$ cat src/rtl/stopwatch_pkg.sv
// Shared debouncer state type and default timing constants for the stopwatch input stage.
package stopwatch_pkg;

  localparam int SYS_CLK_HZ    = 100_000_000;
  localparam int DB_CYCLES_DEF = 1_000_000;
  localparam int CNT_DIV_DEF   = SYS_CLK_HZ / 100;
  localparam int SCAN_DIV_DEF  = SYS_CLK_HZ / 1000;

  typedef enum logic [1:0] {
    LO,
    CHK_HI,
    HI,
    CHK_LO
  } db_state_e;

endpackage

$ cat src/rtl/stopwatch_debounce.sv
// Button synchronizer + debouncer: level follows raw DB_CYCLES+3 edges after a stable change.
// STOPWATCH_DB_BYPASS_EN: debouncer removed, level is the second synchronizer flop (2-cycle latency).
module stopwatch_debounce
  import stopwatch_pkg::*;
#(
  parameter int DB_CYCLES = DB_CYCLES_DEF
) (
  input  logic clk,
  input  logic rst_n,
  input  logic raw,
  output logic level
);

  logic sync1_q;
  logic sync2_q;

  always_ff @(posedge clk or negedge rst_n) begin
    if (!rst_n) begin
      sync1_q <= 1'b0;
      sync2_q <= 1'b0;
    end else begin
      sync1_q <= raw;
      sync2_q <= sync1_q;
    end
  end

`ifdef STOPWATCH_DB_BYPASS_EN
  assign level = sync2_q;
`else
  localparam int CW = (DB_CYCLES > 2) ? $clog2(DB_CYCLES) : 1;
  localparam logic [CW-1:0] CNT_LAST = CW'(DB_CYCLES - 1);

  db_state_e     state_q, state_d;
  logic [CW-1:0] cnt_q, cnt_d;

  always_ff @(posedge clk or negedge rst_n) begin
    if (!rst_n) begin
      state_q <= LO;
      cnt_q   <= '0;
    end else begin
      state_q <= state_d;
      cnt_q   <= cnt_d;
    end
  end

  // A CHK state falls back as soon as the input reverts, so short glitches never land.
  always_comb begin
    state_d = state_q;
    cnt_d   = cnt_q;
    case (state_q)
      LO: begin
        if (sync2_q) begin
          state_d = CHK_HI;
          cnt_d   = '0;
        end
      end
      CHK_HI: begin
        if (!sync2_q)              state_d = LO;
        else if (cnt_q == CNT_LAST) state_d = HI;
        else                       cnt_d = cnt_q + 1'b1;
      end
      HI: begin
        if (!sync2_q) begin
          state_d = CHK_LO;
          cnt_d   = '0;
        end
      end
      CHK_LO: begin
        if (sync2_q)               state_d = HI;
        else if (cnt_q == CNT_LAST) state_d = LO;
        else                       cnt_d = cnt_q + 1'b1;
      end
      default: state_d = LO;
    endcase
  end

  assign level = (state_q == HI) || (state_q == CHK_LO);
`endif

endmodule

$ cat src/rtl/stopwatch_input_cond.sv
// Debounced R level, held P request/strobe, and free-running count/scan tick enables.
// STOPWATCH_DB_BYPASS_EN (in stopwatch_debounce) swaps debouncing for a bare synchronizer.
module stopwatch_input_cond
  import stopwatch_pkg::*;
#(
  parameter int DB_CYCLES = DB_CYCLES_DEF,
  parameter int CNT_DIV   = CNT_DIV_DEF,
  parameter int SCAN_DIV  = SCAN_DIV_DEF
) (
  input  logic clk,
  input  logic rst_n,
  input  logic btn_r_raw,
  input  logic btn_p_raw,
  output logic r_level,
  output logic p_req,
  output logic p_pulse,
  output logic cnt_tick,
  output logic scan_tick
);

  localparam int CNT_W  = $clog2(CNT_DIV);
  localparam int SCAN_W = $clog2(SCAN_DIV);

  logic              p_level;
  logic              p_level_q;
  logic              p_req_q, p_req_d;
  logic [CNT_W-1:0]  cnt_div_q, cnt_div_d;
  logic [SCAN_W-1:0] scan_div_q, scan_div_d;

  stopwatch_debounce #(.DB_CYCLES(DB_CYCLES)) u_db_r (
    .clk   (clk),
    .rst_n (rst_n),
    .raw   (btn_r_raw),
    .level (r_level)
  );

  stopwatch_debounce #(.DB_CYCLES(DB_CYCLES)) u_db_p (
    .clk   (clk),
    .rst_n (rst_n),
    .raw   (btn_p_raw),
    .level (p_level)
  );

  assign cnt_tick   = (cnt_div_q == CNT_W'(CNT_DIV - 1));
  assign scan_tick  = (scan_div_q == SCAN_W'(SCAN_DIV - 1));
  assign cnt_div_d  = cnt_tick  ? '0 : cnt_div_q + 1'b1;
  assign scan_div_d = scan_tick ? '0 : scan_div_q + 1'b1;

  // The rising-edge strobe is folded into p_req so the request is visible on the same
  // edge the level rises; a press landing on a clearing edge therefore still wins.
  assign p_pulse = p_level & ~p_level_q;
  assign p_req   = p_req_q | p_pulse;
  assign p_req_d = p_req & ~scan_tick;

  always_ff @(posedge clk or negedge rst_n) begin
    if (!rst_n) begin
      p_level_q  <= 1'b0;
      p_req_q    <= 1'b0;
      cnt_div_q  <= '0;
      scan_div_q <= '0;
    end else begin
      p_level_q  <= p_level;
      p_req_q    <= p_req_d;
      cnt_div_q  <= cnt_div_d;
      scan_div_q <= scan_div_d;
    end
  end

endmodule

$ cat config.mk
export PLATFORM = sky130hd
export DESIGN_NAME = stopwatch_input_cond
export DESIGN_NICKNAME = d
export VERILOG_FILES = /design/src/rtl/stopwatch_pkg.sv /design/src/rtl/stopwatch_debounce.sv /design/src/rtl/stopwatch_input_cond.sv
export SDC_FILE = /design/constraint.sdc
export NUM_CORES = 1
export LEC_CHECK = 0
export ABC_AREA = 1
export BUFFER_PORTS_ARGS = -buffer_cell sky130_fd_sc_hd__buf_4
export CAP_MARGIN = 20
export CORE_MARGIN = 8
export CORE_UTILIZATION = 41
export DETAILED_ROUTE_END_ITERATION = 7
export GPL_ROUTABILITY_DRIVEN = 1
export PLACE_DENSITY = 0.57
export SLEW_MARGIN = 10
export SYNTH_ARGS = -nofsm -noshare
export SYNTH_HDL_FRONTEND = slang
export SYNTH_HIERARCHICAL = 1
export SYNTH_SLANG_ARGS = --single-unit
$ cat constraint.sdc
create_clock -name clk -period 4 [get_ports clk]
set_clock_uncertainty 0.15 [all_clocks]
set_input_delay 0.8 -clock clk [delete_from_list [all_inputs] [get_ports clk]]
set_output_delay 0.8 -clock clk [all_outputs]
set_load 0.05 [all_outputs]
==> results of run 1 <==
==> metrics by stage <==
stage               area, sq um  std cells   util
floorplan                  5040        700      -
global placement           5230        848  0.435
detailed placement         5230        848  0.435
CTS                        5550        864  0.462
global route               5550        864  0.462
finish                     5550        864  0.462
==> power by group <==
group          internal, mW  switching (mW)  total (mW)
Clock                 0.564           0.340       0.904
Sequential            0.890          0.0141       0.904
Combinational        0.0130          0.0399      0.0529
==> sequential cells by signal, summed over array words and instances (netlist names), named ones only <==
name            count
p_level_q           1
u_db_r/cnt_q       20
u_db_r/sync1_q      1
u_db_p/sync1_q      1
u_db_p/cnt_q       20
p_req_q             1
cnt_div_q          20
u_db_p/state_q      1
u_db_p/sync2_q      1
scan_div_q         17
u_db_r/sync2_q      1
u_db_r/state_q      1
==> cell usage in the layout, fill, tap and decap left out, drive strengths merged <==
cell type / netlist / final
nand2: 212 / 212
xor2: 37 / 37
dfrtp: 87 / 87
clkbuf: 2 / 11
clkinvlp: 0 / 1
bufinv: 0 / 2
nor2: 137 / 137
nor3b: 1 / 1
clkinv: 0 / 2
buf: 6 / 9
o21bai: 3 / 3
inv: 79 / 79
xnor2: 10 / 10
and2: 4 / 4
nand3: 65 / 65
a21oi: 3 / 3
nand4: 7 / 7
o21ai: 35 / 35
ha: 4 / 4
nor3: 8 / 8
==> critical path: cells and delay by family, from the launching register on <==
family	cells	cell delay (ns)
simple gates	3	0.56
flops	1	0.41
buf+inv	2	0.32
fa+ha+maj	1	0.23
==> kinds of logic after synthesis <==
kind of cell	after synthesis	share of synthesized area
flops	87	0.432
fa+ha+maj	4	0.00994
buf+inv	87	0.0713
xor+xnor	47	0.0817
compound gates	41	0.0452
simple gates	434	0.360
==> final timing paths <==
check / slack, ns / to
setup / recovery: 1.19 / cnt_tick
hold / removal: 0.21 / u_db_p/sync2_q$_DFF_PN0_
setup reg to reg: 1.81 / u_db_r/cnt_q[13]$_DFFE_PN0P_
hold reg to reg: 0.21 / u_db_p/sync2_q$_DFF_PN0_
max in group asynchronous: 2.48 / p_level_q$_DFF_PN0_
min in group asynchronous: 0.42 / u_db_r/cnt_q[19]$_DFFE_PN0P_
==> layout make-up <==
class / instances / share of cell area
sequential: 87 / 0.392
tap: 147 / 0.0331
multi-input combinational: 526 / 0.451
clock inverter: 5 / 0.0147
inverter: 79 / 0.0534
timing repair buffer: 9 / 0.0122
clock buffer: 11 / 0.0437
==> per-layer routing <==
layer / global-route usage / vias to the layer above
met1: 0.182 / 1913
li1: - / 2198
met5: 0 / -
met4: 0.0581 / 0
met2: 0.212 / 39
met3: 0.0289 / 15
==> impl_results.md, run 1 <==
- Slowest CP cell: dfrtp_1
- Seq/Total Area, Yosys: 0.432
- Post-synth top area cell: dfrtp_1
- Clk_lat worst skew: 0.34 ns
- Initial Utilization: 0.419
- Mapped Avg Cell Area: 7.20 sq um
- Antenna viol nets, final: 0
- Number of remaining DRC errors: 0
- Num ports: 9
- VDD IR max: 0.204 mV
- Gpl congestion: a little over 0.9
- TritonRoute pass-1 iters: 5
- Largest cells by area after synthesis: dfrtp_1 (43%), nand2_1 (16%), nor2_1 (9.9%)
- First-pass GRT wire length: 18.1 mm
- Max clock buf depth: 2
- Setup TNS: 0 ns
- Syn nets: 708
- Crit path DAT: 1.86 ns
- Setup-failing EPs final: 0
- FFs w/ async S/R, synth: 1.00
- CORE AREA: 12000 sq um
- CTS tree: built
- Area fraction of the dominant cell type after synthesis: 0.432
- Via count: 4165
- Layout cell share with drive strength beyond 1: 0.0586
- Post-synth top flop: dfrtp_1
- Post-DP HPWL: 7.36 mm
- Top sig layer: met4
- Die area: 16100 sq um
- Max-Cap Viols: 0
- Port Buffers: 8
- WL met3: 300 um
- Netlist cell types: 28
- Worst Path Class, Setup: reg -> out
- Clock-pin transition on the worst setup and hold timing paths: 0.06 ns
- Post-CTS Hold Buffers: 0
- Yosys Warn Count: 6
- Hold Crit Start: u_db_p/sync1_q$_DFF_PN0_
- Critical Path End Type: output port
- GRT Util Overall: 0.137
- Pre-CTS setup slack: 1.56 ns
- Fmax achieved: 355 MHz
- Total grt overflow: 0
- Hold path depth: 0
- Antenna diodes: 0
- Number of fill cells: 1197
- Hold Crit Class: reg -> reg
- Reg2reg start: u_db_r/cnt_q[0]$_DFFE_PN0P_
- Die Ht: 127 um
- Status: finished, final reports clean
- Min Hold Slack: ~0.21 ns
- Die width: between 100 and 150 um
- P per Cell Area: 335 nW/um^2
- CP Cell Sequence: ha_1 > nand3_1 > nor2_2 > nand3_1 > inv_2 > buf_4
- Worst setup path start: cnt_div_q[0]$_DFF_PN0_
- Multi-input logic area: 2500 sq um
- CTS root buf: clkbuf_16
- Maximum level of the CTS H-tree: 3
- Data required, critical path: 3.05 ns
- Max FO, Critical Path: 5
- RSZ-0062 raised after global routing: false
- Worst Reg-to-Reg Cells: 8
- Initial antenna violation count: 0
- Top-count cell post-synth: nand2_1
- Worst Tran Pin Value: 0.886 ns
- CTS sink count: 87
- Post-synthesis cell count: 700
- Setup bufs post-CTS: 0
- Leak: around 2.5 nW
- Slew HR: 0.409
- Synth top cells by count: nand2_1 (209), nor2_1 (133), dfrtp_1 (87), inv_1 (77), nand3_1 (64)
- Pin count of the biggest net entering global routing: between 70 and 80
- Worst setup SP type: register
- PnR Total Power: 1.86 mW
- Final WL: 10.1 mm
- Metal2 WL: 4.49 mm
- Final-report hold violation count: 0
- #FFs+latches synth: 87
- Wl on met1: 5.14 mm
- Tmin final: between 2 and 3 ns
- Vias in the first global route: just under 4000
- Max-slew violations: 0
- Num CTS Buffers: 9
- WL per Instance: 11.7 um
- Area grow syn2layout: 10.2%
- CP most frequent cell: nand3_1
- Num rows: 40
- PnR worst setup slack: roughly 1.2 ns
- Vias per std cell: 4.82
- FF/Latch Area: 2180 sq um
- PostCTS Resize Cnt: 0
- Initial DRC Count: ~240
- Final period util: 0.703
- Nets: 720
- Largest stage delay on the critical path: 0.41 ns
- Synthesized cell area: 5040 sq um
- Number of flops mapped to enable cells by yosys: 0
Note: power is estimated with default switching activity, not from simulation.
==> run 2: changes to the inputs <==
--- a/config.mk
+++ b/config.mk
@@ -12,7 +12,7 @@
 export CORE_UTILIZATION = 41
 export DETAILED_ROUTE_END_ITERATION = 7
 export GPL_ROUTABILITY_DRIVEN = 1
-export PLACE_DENSITY = 0.57
+export PLACE_DENSITY = 0.59
 export SLEW_MARGIN = 10
 export SYNTH_ARGS = -nofsm -noshare
 export SYNTH_HDL_FRONTEND = slang
==> constraint.sdc (replaced) <==
create_clock -name clk -period 2.45 [get_ports clk]
set_clock_uncertainty 0.15 [all_clocks]
set_input_delay 0.49 -clock clk [delete_from_list [all_inputs] [get_ports clk]]
set_output_delay 0.49 -clock clk [all_outputs]
set_load 0.05 [all_outputs]
==> impl_results.md, run 2 (synthesis gave the netlist of run 1 again) <==
- Status: finished, final reports clean (unchanged)
- Worst Path Class, Setup: reg -> out (unchanged)
- Combinational share of power: 0.029 (was 0.028)
- Crit path DAT: 1.67 ns (was 1.86 ns)
- Die Ht: 127 um (unchanged)
- Port Buffers: 8 (unchanged)
- Max clock buf depth: 2 (unchanged)
- Gpl congestion: 0.878 (was 0.922)
- Dpl cell area: 5250 sq um (was 5230 sq um)
- NetSw: 0.651 mW (was 0.394 mW)
- Leak: 2.55 nW (was 2.51 nW)
- Hold Crit Class: in -> reg (was reg -> reg)
- Initial antenna violation count: 0 (unchanged)
- Vias in the first global route: 3930 (was 3877)
- WL per Instance: 11.8 um (was 11.7 um)
- Commonest non-fill, non-tap cells in the layout: nand2_1 (209), nor2_1 (133), dfrtp_1 (87) (unchanged)
- Worst setup SP type: register (unchanged)
- Num rows: 40 (unchanged)
- P per Cell Area: 558 nW/um^2 (was 335 nW/um^2)
- Antenna diodes: 0 (unchanged)
- Slew HR: 0.667 (was 0.409)
- Final period util: 0.941
- CORE AREA: 12000 sq um (unchanged)
- Critical Path End Type: output port (unchanged)
- Reg power frac: 0.469 (was 0.486)
- Vias per std cell: 4.88 (was 4.82)
- Clock-pin transition on the worst setup and hold timing paths: 0.06 ns (about the same)
- Die width: 127 um (unchanged)
- RSZ-0062 raised after global routing: false (unchanged)
- Tmin final: 2.31 ns
- PnR worst setup slack: 0.144 ns (was 1.19 ns)
- CTS root buf: clkbuf_16 (unchanged)
- Max-slew violations: 0 (unchanged)
- GRT Util Overall: 0.136 (was 0.137)
- Setup TNS: 0 ns (unchanged)
- Number of remaining DRC errors: 0 (unchanged)
- Worst Tran Pin Value: 0.496 ns (was 0.886 ns)
- PnR Total Power: 3.15 mW (was 1.86 mW)
- Data required, critical path: 1.81 ns (was 3.05 ns)
- Antenna viol nets, final: 0 (unchanged)
- Top Registers: cnt_div_q x20, u_db_p/cnt_q x20, u_db_r/cnt_q x20 (unchanged)
- Switching Fraction: 0.207 (was 0.212)
- Clk_lat worst skew: 0.34 ns (about the same)
- Final instance area: 5640 sq um (was 5550 sq um)
- Num ports: 9 (unchanged)
- Cell internal pwr: 2.50 mW (was 1.47 mW)
- Max-Cap Viols: 0 (unchanged)
- Max FO, Critical Path: 5 (unchanged)
- Final-report hold violation count: 0 (unchanged)
- Die area: 16100 sq um (unchanged)
- Total grt overflow: 0 (unchanged)
- First-pass GRT wire length: 17.9 mm (was 18.1 mm)
- Area grow syn2layout: 12.0% (was 10.2%)
- Final WL: 10.3 mm (was 10.1 mm)
- Num CTS Buffers: 9 (unchanged)
- Pin count of the biggest net entering global routing: 38 (was 72)
- Initial DRC Count: 278 (was 235)
- Initial Utilization: 0.419 (unchanged)
- Pre-CTS setup slack: 0.307 ns (was 1.56 ns)
- Number of fill cells: 1217 (was 1197)
- TritonRoute pass-1 iters: 5 (unchanged)
- VDD IR max: 0.429 mV (was 0.204 mV)
- Clk pwr share: 0.502 (was 0.486)
- Via count: 4240 (was 4165)
- CTS sink count: 87 (unchanged)
- Fmax achieved: 434 MHz
- Layout cell share with drive strength beyond 1: 0.0680 (was 0.0586)
- Nets: 724 (was 720)
- CTS tree: built (unchanged)
- Post-DP HPWL: 7.59 mm (was 7.36 mm)
- Commonest non-fill, non-tap cell in the layout: nand2_1 (unchanged)
- Maximum level of the CTS H-tree: 3 (unchanged)
- Setup-failing EPs final: 0 (unchanged)
==> run 2: final timing paths <==
kind / cells after the start / to / startpoint / slack, ns
min in group asynchronous: 2 / asynchronous set/reset pin / rst_n / 0.47
worst min register to register: 0 / u_db_r/sync2_q$_DFF_PN0_ / u_db_r/sync1_q$_DFF_PN0_ / 0.21
worst min-delay path: 1 / u_db_p/sync1_q$_DFF_PN0_ / btn_p_raw / 0.10
max in group asynchronous: 3 / cnt_div_q[1]$_DFF_PN0_ / rst_n / 1.05
worst max-delay path: 6 / cnt_tick / cnt_div_q[0]$_DFF_PN0_ / 0.14
worst max register to register: 8 / u_db_p/cnt_q[9]$_DFFE_PN0P_ / u_db_p/cnt_q[0]$_DFFE_PN0P_ / 0.32
==> run 2: power by group through the flow <==
stage | clock network, mW | logic [mW] | registers [mW]
5_1_grt | 1.68 | 0.107 | 1.48
4_1_cts | 1.63 | 0.0960 | 1.48
2_1_floorplan | 0 | 0.0556 | 1.49
3_3_place_gp | 0 | 0.0914 | 1.50
6_report | 1.58 | 0.0910 | 1.48
3_5_place_dp | 0 | 0.0938 | 1.50
==> run 2: final cells by class <==
type	count	area, sq um	area share
multi-input combinational	526	2520	0.446
sequential	87	2180	0.386
inverter	79	297	0.0525
clock buffer	10	239	0.0424
tap	147	184	0.0326
timing repair buffer	13	120	0.0213
clock inverter	6	108	0.0191
==> run 2: per-stage QoR <==
stage	hold WS, ns	std cells	util
finish	0.101	868	0.470
global route	0.0877	868	0.470
CTS	0.0901	867	0.468
detailed placement	0.192	849	0.437
global placement	0.183	849	0.437
floorplan	0.0444	700	-
==> run 2: layer usage <==
metal / track usage / vias up / wire length, um
met2: 0.220 / 53 / 4810
met1: 0.171 / 1970 / 4910
met3: 0.0243 / 14 / 347
met4: 0.0651 / 0 / 203
met5: 0 / - / 0
li1: - / 2203 / -
==> run 2: critical path: stages, from the launching register on <==
cell and delay, ns:
dfrtp_1 0.41, ha_2 0.23, nand3_2 0.14, nor2_4 0.16, nand3_2 0.12, inv_2 0.11, buf_6 0.16
==> run 2: timing repair <==
item	4_1_cts	5_1_grt
buffers inserted	1	1
setup endpoints to repair	1	2
pin swaps	1	0
hold endpoints to repair	29	0
gates resized for setup	1	5
hold buffers	1	0
